### src/rtl/cnt169_pkg.sv
// Shared types and constants for the sn74169 counter sequencer.
package cnt169_pkg;

  localparam int CNT169_WIDTH   = 4;
  localparam int CNT169_LOOPS_W = 4;

  localparam logic CNT_UP = 1'b1;
  localparam logic CNT_DN = 1'b0;

  typedef enum logic [1:0] {
    ST_IDLE = 2'd0,
    ST_LOAD = 2'd1,
    ST_RUN  = 2'd2,
    ST_DONE = 2'd3
  } state_e;

endpackage

### src/rtl/cnt169_seq.sv
// Job sequencer driving one sn74169 up/down counter (load, enables, direction).
// Optional step counter output STEPS is enabled by defining CNT169_STEPCOUNT_EN.
module cnt169_seq
  import cnt169_pkg::*;
#(
  parameter int WIDTH   = CNT169_WIDTH,
  parameter int LOOPS_W = CNT169_LOOPS_W
) (
  input  logic               CLK,
  input  logic               CLRB,
  input  logic               START,
  input  logic               STOP,
  input  logic               HOLD,
  input  logic [WIDTH-1:0]   PRESET,
  input  logic [WIDTH-1:0]   TERM,
  input  logic               DIR,
  input  logic [LOOPS_W-1:0] LOOPS,
  output logic               BUSY,
  output logic               DONE,
  output logic [WIDTH-1:0]   CNT_A,
  output logic               CNT_LOADB,
  output logic               CNT_ENPB,
  output logic               CNT_ENTB,
  output logic               CNT_UDB,
  input  logic [WIDTH-1:0]   CNT_Q
`ifdef CNT169_STEPCOUNT_EN
  ,
  output logic [WIDTH+LOOPS_W-1:0] STEPS
`endif
);

  state_e               state_q, state_d;
  logic [WIDTH-1:0]     preset_q, preset_d;
  logic [WIDTH-1:0]     term_q, term_d;
  logic                 dir_q, dir_d;
  logic [LOOPS_W-1:0]   loops_q, loops_d;
  logic                 en_b_s;
  logic                 accept_s;
  logic                 at_term_s;

  // Next-state, job latching and the Mealy counter enable
  always_comb begin
    state_d  = state_q;
    preset_d = preset_q;
    term_d   = term_q;
    dir_d    = dir_q;
    loops_d  = loops_q;
    accept_s = 1'b0;

    at_term_s = (CNT_Q == term_q);
    en_b_s    = ~((state_q == ST_RUN) && !STOP && !HOLD && !at_term_s);

    case (state_q)
      ST_IDLE: begin
        if (START && !STOP) begin
          accept_s = 1'b1;
          preset_d = PRESET;
          term_d   = TERM;
          dir_d    = DIR;
          loops_d  = LOOPS;
          state_d  = ST_LOAD;
        end else begin
          state_d = ST_IDLE;
        end
      end
      ST_LOAD: begin
        if (STOP) begin
          state_d = ST_IDLE;
        end else if (HOLD) begin
          state_d = ST_LOAD;
        end else begin
          state_d = ST_RUN;
        end
      end
      ST_RUN: begin
        if (STOP) begin
          state_d = ST_IDLE;
        end else if (HOLD || !at_term_s) begin
          state_d = ST_RUN;
        end else if (loops_q == {LOOPS_W{1'b0}}) begin
          state_d = ST_DONE;
        end else begin
          // Another pass: reload the preset and burn one repeat
          loops_d = loops_q - {{(LOOPS_W-1){1'b0}}, 1'b1};
          state_d = ST_LOAD;
        end
      end
      ST_DONE: begin
        state_d = ST_IDLE;
      end
      default: begin
        state_d = ST_IDLE;
      end
    endcase
  end

  // State and latched job registers
  always_ff @(posedge CLK) begin
    if (!CLRB) begin
      state_q  <= ST_IDLE;
      preset_q <= {WIDTH{1'b0}};
      term_q   <= {WIDTH{1'b0}};
      dir_q    <= CNT_UP;
      loops_q  <= {LOOPS_W{1'b0}};
    end else begin
      state_q  <= state_d;
      preset_q <= preset_d;
      term_q   <= term_d;
      dir_q    <= dir_d;
      loops_q  <= loops_d;
    end
  end

`ifdef CNT169_STEPCOUNT_EN
  logic [WIDTH+LOOPS_W-1:0] steps_q, steps_d;

  // Saturating count of edges on which the counter was enabled
  always_comb begin
    steps_d = steps_q;
    if (accept_s) begin
      steps_d = {(WIDTH+LOOPS_W){1'b0}};
    end else if (!en_b_s && (steps_q != {(WIDTH+LOOPS_W){1'b1}})) begin
      steps_d = steps_q + {{(WIDTH+LOOPS_W-1){1'b0}}, 1'b1};
    end else begin
      steps_d = steps_q;
    end
  end

  // Step counter register
  always_ff @(posedge CLK) begin
    if (!CLRB) begin
      steps_q <= {(WIDTH+LOOPS_W){1'b0}};
    end else begin
      steps_q <= steps_d;
    end
  end

  assign STEPS = steps_q;
`endif

  assign BUSY      = (state_q == ST_LOAD) || (state_q == ST_RUN);
  assign DONE      = (state_q == ST_DONE);
  assign CNT_LOADB = (state_q != ST_LOAD);
  assign CNT_A     = preset_q;
  assign CNT_UDB   = dir_q;
  assign CNT_ENPB  = en_b_s;
  assign CNT_ENTB  = en_b_s;

endmodule

### config.mk
export PLATFORM = sky130hd
export DESIGN_NAME = cnt169_seq
export DESIGN_NICKNAME = d
export VERILOG_FILES = /design/src/rtl/cnt169_pkg.sv /design/src/rtl/cnt169_seq.sv
export SDC_FILE = /design/constraint.sdc
export NUM_CORES = 1
export LEC_CHECK = 0
export BUFFER_PORTS_ARGS = -buffer_cell sky130_fd_sc_hd__clkbuf_2
export CORE_AREA = 2 2 45 47
export DETAILED_ROUTE_END_ITERATION = 10
export DIE_AREA = 0 0 47 49
export PLACE_DENSITY = 0.77
export RECOVER_POWER = 50
export SYNTH_ARGS = -nofsm -noshare
export SYNTH_HDL_FRONTEND = slang
export SYNTH_SLANG_ARGS = --single-unit
### constraint.sdc
create_clock -name CLK -period 4.6 [get_ports CLK]
set_input_delay 0.69 -clock CLK [delete_from_list [all_inputs] [get_ports CLK]]
set_output_delay 0.69 -clock CLK [all_outputs]
set_load 0.03 [all_outputs]
==> results of run 1 <==
[cells by family (layout without fill, tap and decap cells)]
group,Yosys count,in the layout,share of synthesized area
simple gates,40,40,0.2407
compound gates,21,21,0.1887
flops,15,15,0.3566
buf+inv,12,43,0.05944
fa+ha+maj,6,6,0.08915
xor+xnor,4,4,0.04160
mux,2,2,0.02378
[registers in the layout, indices dropped and copies added (netlist names)]
signal and count:
CNT_A 4, CNT_UDB 1, loops_q 4, state_q 2, term_q 4
[cells in the mapped netlist]
| master | number | share of area |
|---|---|---|
| buf_2 | 1 | 0.0059 |
| nor3b_1 | 1 | 0.0089 |
| buf_4 | 1 | 0.0089 |
| nand3_1 | 1 | 0.0059 |
| dfxtp_1 | 15 | 0.36 |
| nor2b_1 | 2 | 0.015 |
| a41o_1 | 1 | 0.012 |
| nand2b_2 | 1 | 0.010 |
| nor4_1 | 1 | 0.0074 |
| a21o_1 | 1 | 0.0089 |
| nand2b_1 | 1 | 0.0074 |
| a31oi_4 | 1 | 0.025 |
| ha_1 | 6 | 0.089 |
| a2111oi_2 | 1 | 0.018 |
| mux2i_1 | 2 | 0.024 |
| nand3b_1 | 2 | 0.018 |
| clkbuf_1 | 2 | 0.0089 |
| o221ai_1 | 1 | 0.010 |
| nor2_1 | 6 | 0.027 |
| or3b_1 | 1 | 0.010 |
| a221oi_1 | 1 | 0.010 |
| xor2_1 | 4 | 0.042 |
| a21oi_1 | 11 | 0.065 |
| o32ai_1 | 1 | 0.010 |
| or3_1 | 1 | 0.0074 |
| nand2_1 | 22 | 0.098 |
| a211oi_1 | 1 | 0.0089 |
| nor4_4 | 1 | 0.025 |
| a22oi_1 | 1 | 0.0089 |
| a2bb2oi_1 | 1 | 0.010 |
| inv_1 | 8 | 0.036 |
[cell usage in the layout (no fill, tap or decap), types with 2 or more instances in the layout]
cell type   n
inv_1       8
nor2_1      6
nor2b_1     2
clkbuf_1    5
nand3b_1    2
clkbuf_2   26
clkbuf_4    3
nand2_1    22
xor2_1      4
mux2i_1     2
ha_1        6
dfxtp_1    15
a21oi_1    11
[where the power goes]
part,leakage [nW],switching [mW],internal (mW),total (mW)
clock,0.0139,0.0459,0.0331,0.0790
sequential,0.123,0.00370,0.136,0.140
combinational,0.311,0.0325,0.0214,0.0539
[cell type report]
cell class	count	share of cell area
flip-flops and latches	15	0.2902
clock buffers	3	0.02177
repair buffers	31	0.1439
clock inverters	1	0.007255
inverters	8	0.02902
well taps	27	0.03265
multi-input cells	73	0.4752
[per-layer routing]
layer  GRT usage  up-vias
li1            -      402
met1      0.1950      352
met2      0.2648       25
met3     0.05556        2
met4     0.04167        0
met5           0        -
[per-stage QoR]
stage	cells	cell area [um2]	util	hold slack [ns]
final	158	1035	0.5618	0.4617
after global routing	158	1035	0.5618	0.4920
after CTS	158	1041	0.5652	0.4644
after detailed placement	154	1011	0.5489	0.4487
after global placement	154	1011	0.5489	0.4433
after floorplan	100	842.1	-	0.4481
[critical path, cell delays in order (launching register included)]
cell and delay (ns):
dfxtp_1 0.34, inv_1 0.10, ha_1 0.44, nor2b_1 0.24, or3b_1 0.38, clkbuf_2 0.19
[how the worst max path moves through the flow]
stage / cells past startpoint / slack (ns) / end
finish: 5 / 1.93 / CNT_ENTB
global route: 5 / 1.80 / CNT_ENTB
CTS: 5 / 1.92 / CNT_ENTB
detailed placement: 5 / 2.12 / CNT_ENTB
global placement: 5 / 2.17 / CNT_ENPB
floorplan: 4 / 2.10 / CNT_ENTB
==> impl_results.md, run 1 <==
- Status: completed
- PnR worst setup slack: around 1.9 ns
- Startpoint class of the critical path: flip-flop
- TritonCTS clock tree: done
- Post-route setup TNS: 0 ns
- Hold-fix buffers at CTS: 0
- Remaining antenna violation count after routing: 0
- CP Capture Type: primary output
- Max Used Layer: met4
- WHS Path Cells: 2
- R2r endpoint: loops_q[0]
- Via count: around 780
- R2R Path Start: state_q[0]
- Crit-path max FO: 12
- Syn Nets: around 130
- Critical Path Start: state_q[0]
- Sequential share of the synthesized area: 0.3566
- Worst Path Arrival: ~2 ns
- Area of the multi-input gates: 491.7 um2
- FMAX: roughly 0.37 GHz
- Vias in the first global route: 628
- Die Wd: 47 um
- Via density: 4.943
- Met3 WL: between 90 and 100 um
- Root Driver: clkbuf_4
- 1st-iter DRT viols: 6
- P&R area growth vs syn: 22.88%
- Port bufs: 31
- Lkg Pwr: between 0.4 and 0.5 nW
- Pre-CTS WS: between 2 and 2.5 ns
- H-tree depth: 1
- Tot GR Track Use: 0.1613
- Final Max Tran Viols: 0
- Num CTS Buffers: 3
- ANT cells: 0
- Synth Register Bits: 15
- Worst slew margin: 0.6181
- Crit Path Class: reg -> out
- WL per Instance: 10.84 um
- CTS max path bufs: 2
- Pwr dens: 263.5 nW/um2
- VDD IR max: between 0.2 and 0.3 mV
- Worst skew pair latency: approximately 0.29 ns
- Synthesis Warnings: 0
- Post-CTS sizing: 0
- Final setup viols: 0
- DRC: 0
- Largest net degree at the start of global routing: 15
- Tightest Pin Transition: roughly 0.57 ns
- Tot Pwr: approximately 270 uW
- Starting Density: 0.4572
- Synth Instances: 100
- Reg clk slew, reported paths: 0.10 ns
- Rows: 16
- Core ar.: 1842 um2
- Sequential Area: ~300 um2
- Critical Path RT: roughly 4 ns
- R2r setup slk: 2.72 ns
- Gr ovfl total: 0
- Max-Cap Viols: 0
- RePlAce Congestion: roughly 0.78
- Setup bufs post-CTS: 0
- Die Area: around 2300 um2
- Layout cell share with drive strength beyond 1: 0.2595
- Hpwl dp: around 1300 um
- First-pass GRT wire length: roughly 2700 um
- Hold Startpoint: CNT_A[3]
- Routed WL: between 1500 and 2000 um
- Filler Cells Inserted: approximately 180
- Met2 wire len: approximately 860 um
- HP Class: reg -> reg
- R2R cell count: 7
- Layout Skew: about 0.011 ns
- # IOs: 32
- Die Y: 49 um
- Final hold vios: 0
- Sink Count: 15
- Syn_area_per_cell: roughly 8.4 um2
- Final net count: 160
- Count of unique library cells instantiated by Yosys: 31
- Initial antenna violation count: 0
- Met1 WL: roughly 750 um
- RSZ-0062 raised after global routing: no
- Period utilisation layout: 0.5801
- Min cycle time layout: between 2 and 3 ns
- Syn Std Cell Area: around 840 um2
- Hold path endpoint: CNT_A[3]
- DRT Pass-1 Iters: 5
Note: power is estimated with default switching activity, not from simulation.
==> inputs of run 2 (changes only) <==
- CORE_AREA: 2 2 45 47 -> 2 2 48 50
- DIE_AREA: 0 0 47 49 -> 0 0 50 52
- PLACE_DENSITY: 0.77 -> 0.71
- clock period: 4.6 -> 2.2 ns (I/O delays scaled with it)
==> impl_results.md, run 2 (synthesized netlist as in run 1, its figures left out) <==
- Rows: 17
- Largest net degree at the start of global routing: 15
- M1 GR Usage: 0.1805
- Via density: 4.839
- Critical Path RT: around 1.9 ns
- WL per Instance: roughly 12 um
- RePlAce Congestion: slightly below 0.8
- RSZ-0062 raised after global routing: no
- Starting Density: 0.3999
- Root Driver: clkbuf_4
- Final setup viols: 0
- Tot GR Track Use: 0.1549
- Sink Count: 15
- Max-Cap Viols: 0
- Met2 global-route usage: 0.2763
- FMAX: between 0.4 and 0.5 GHz
- Vias in the first global route: 745
- 1st-iter DRT viols: 10
- Lkg Pwr: roughly 0.45 nW
- Grt met3 use: 0.02586
- First-pass GRT wire length: 3084 um
- Routed WL: 1868 um
- P&R area growth vs syn: 25.56%
- GRT busiest layer: met2
- DRT Pass-1 Iters: 4
- Min cycle time layout: about 2.0 ns
- Critical path's top delay family: simple AND/OR/NAND/NOR gates
- Tot Pwr: 571.1 uW
- Crit-path max FO: 8
- Worst Path Arrival: about 1.7 ns
- Die Y: around 52 um
- Buf+Inv Stages, Crit Path: 2
- VDD IR max: about 0.42 mV
- Die Wd: roughly 50 um
- Die Area: between 2000 and 3000 um2
- Reg clk slew, reported paths: 0.09 ns
- Min Hold Slack: 0.2198 ns
- Post-route setup TNS: 0 ns
- DRC: 0
- Final net count: about 160
- TritonCTS clock tree: done
- CP Capture Type: primary output
- Commonest non-fill, non-tap cell in the layout: clkbuf_2
- Status: completed
- ANT cells: 0
- Core ar.: about 2100 um2
- Hpwl dp: ~1400 um
- H-tree depth: 1
- Layout Skew: ~0.0012 ns
- Num CTS Buffers: 3
- Via count: ~800
- Remaining antenna violation count after routing: 0
- HP Class: in -> reg
- Port bufs: 31
- Layout cell share with drive strength beyond 1: 0.2556
- Worst path slowest cell: or3b_1
- Crit Path Class: reg -> out
- Period utilisation layout: 0.9280
- Tightest Pin Transition: roughly 0.57 ns
- Worst skew pair latency: approximately 0.29 ns
- Startpoint class of the critical path: flip-flop
- Pwr dens: approximately 540 nW/um2
- Initial antenna violation count: 0
- # IOs: 32
- Gr ovfl total: 0
- Final hold vios: 0
- Worst slew margin: 0.6214
- CTS max path bufs: 2
- Hold-fix buffers at CTS: 0
- Critical path's largest stage delay: about 0.37 ns
- Most frequent cells in the layout: clkbuf_2 (23), nand2_1 (22), dfxtp_1 (15)
- CP Cell Sequence: inv_1, ha_4, nor2b_1, or3b_1, clkbuf_2
- Final Max Tran Viols: 0
## run 2: layout make-up
cell class | instances | area (um2)
Multi-Input combinational cell | 73 | 504.2
Inverter | 8 | 30.03
Clock inverter | 1 | 5.005
Tap cell | 28 | 35.03
Timing Repair Buffer | 33 | 160.2
Fill cell | 212 | 1049
Sequential cell | 15 | 300.3
Clock buffer | 3 | 22.52
## run 2: stage by stage
stage / cell area (um2) / setup WS, ns / instances / util
after floorplan: 842.1 / 0.4240 / 100 / -
after global placement: 1027 / 0.4439 / 157 / 0.4878
after detailed placement: 1027 / 0.3745 / 157 / 0.4878
after CTS: 1055 / 0.04590 / 161 / 0.5009
after global routing: 1057 / 0.03995 / 161 / 0.5021
final: 1057 / 0.1585 / 161 / 0.5021
## run 2: power breakdown
part / switching [mW] / total (mW) / leakage, nW / internal [mW]
sequential: 0.00795 / 0.292 / 0.123 / 0.284
clock: 0.0962 / 0.164 / 0.0177 / 0.0678
combinational: 0.0689 / 0.115 / 0.312 / 0.0458
## run 2: metal layers
layer / wire (um) / share of wire
met1: 811 / 0.43
met2: 959 / 0.51
met3: 71 / 0.038
met4: 25 / 0.013
met5: 0 / 0
## run 2: worst paths after layout
path	startpoint	end	slack [ns]	cells after the start
hold / removal	CLRB	CNT_UDB	0.22	2
setup reg to reg	state_q[1]	loops_q[2]	0.41	7
hold reg to reg	CNT_A[1]	CNT_A[1]	0.46	2
setup / recovery	state_q[0]	CNT_ENTB	0.16	5
## run 2: repair_timing
action,CTS,global route
setup buffers,0,0
resized for setup,0,2
endpoints found under the setup margin,0,2
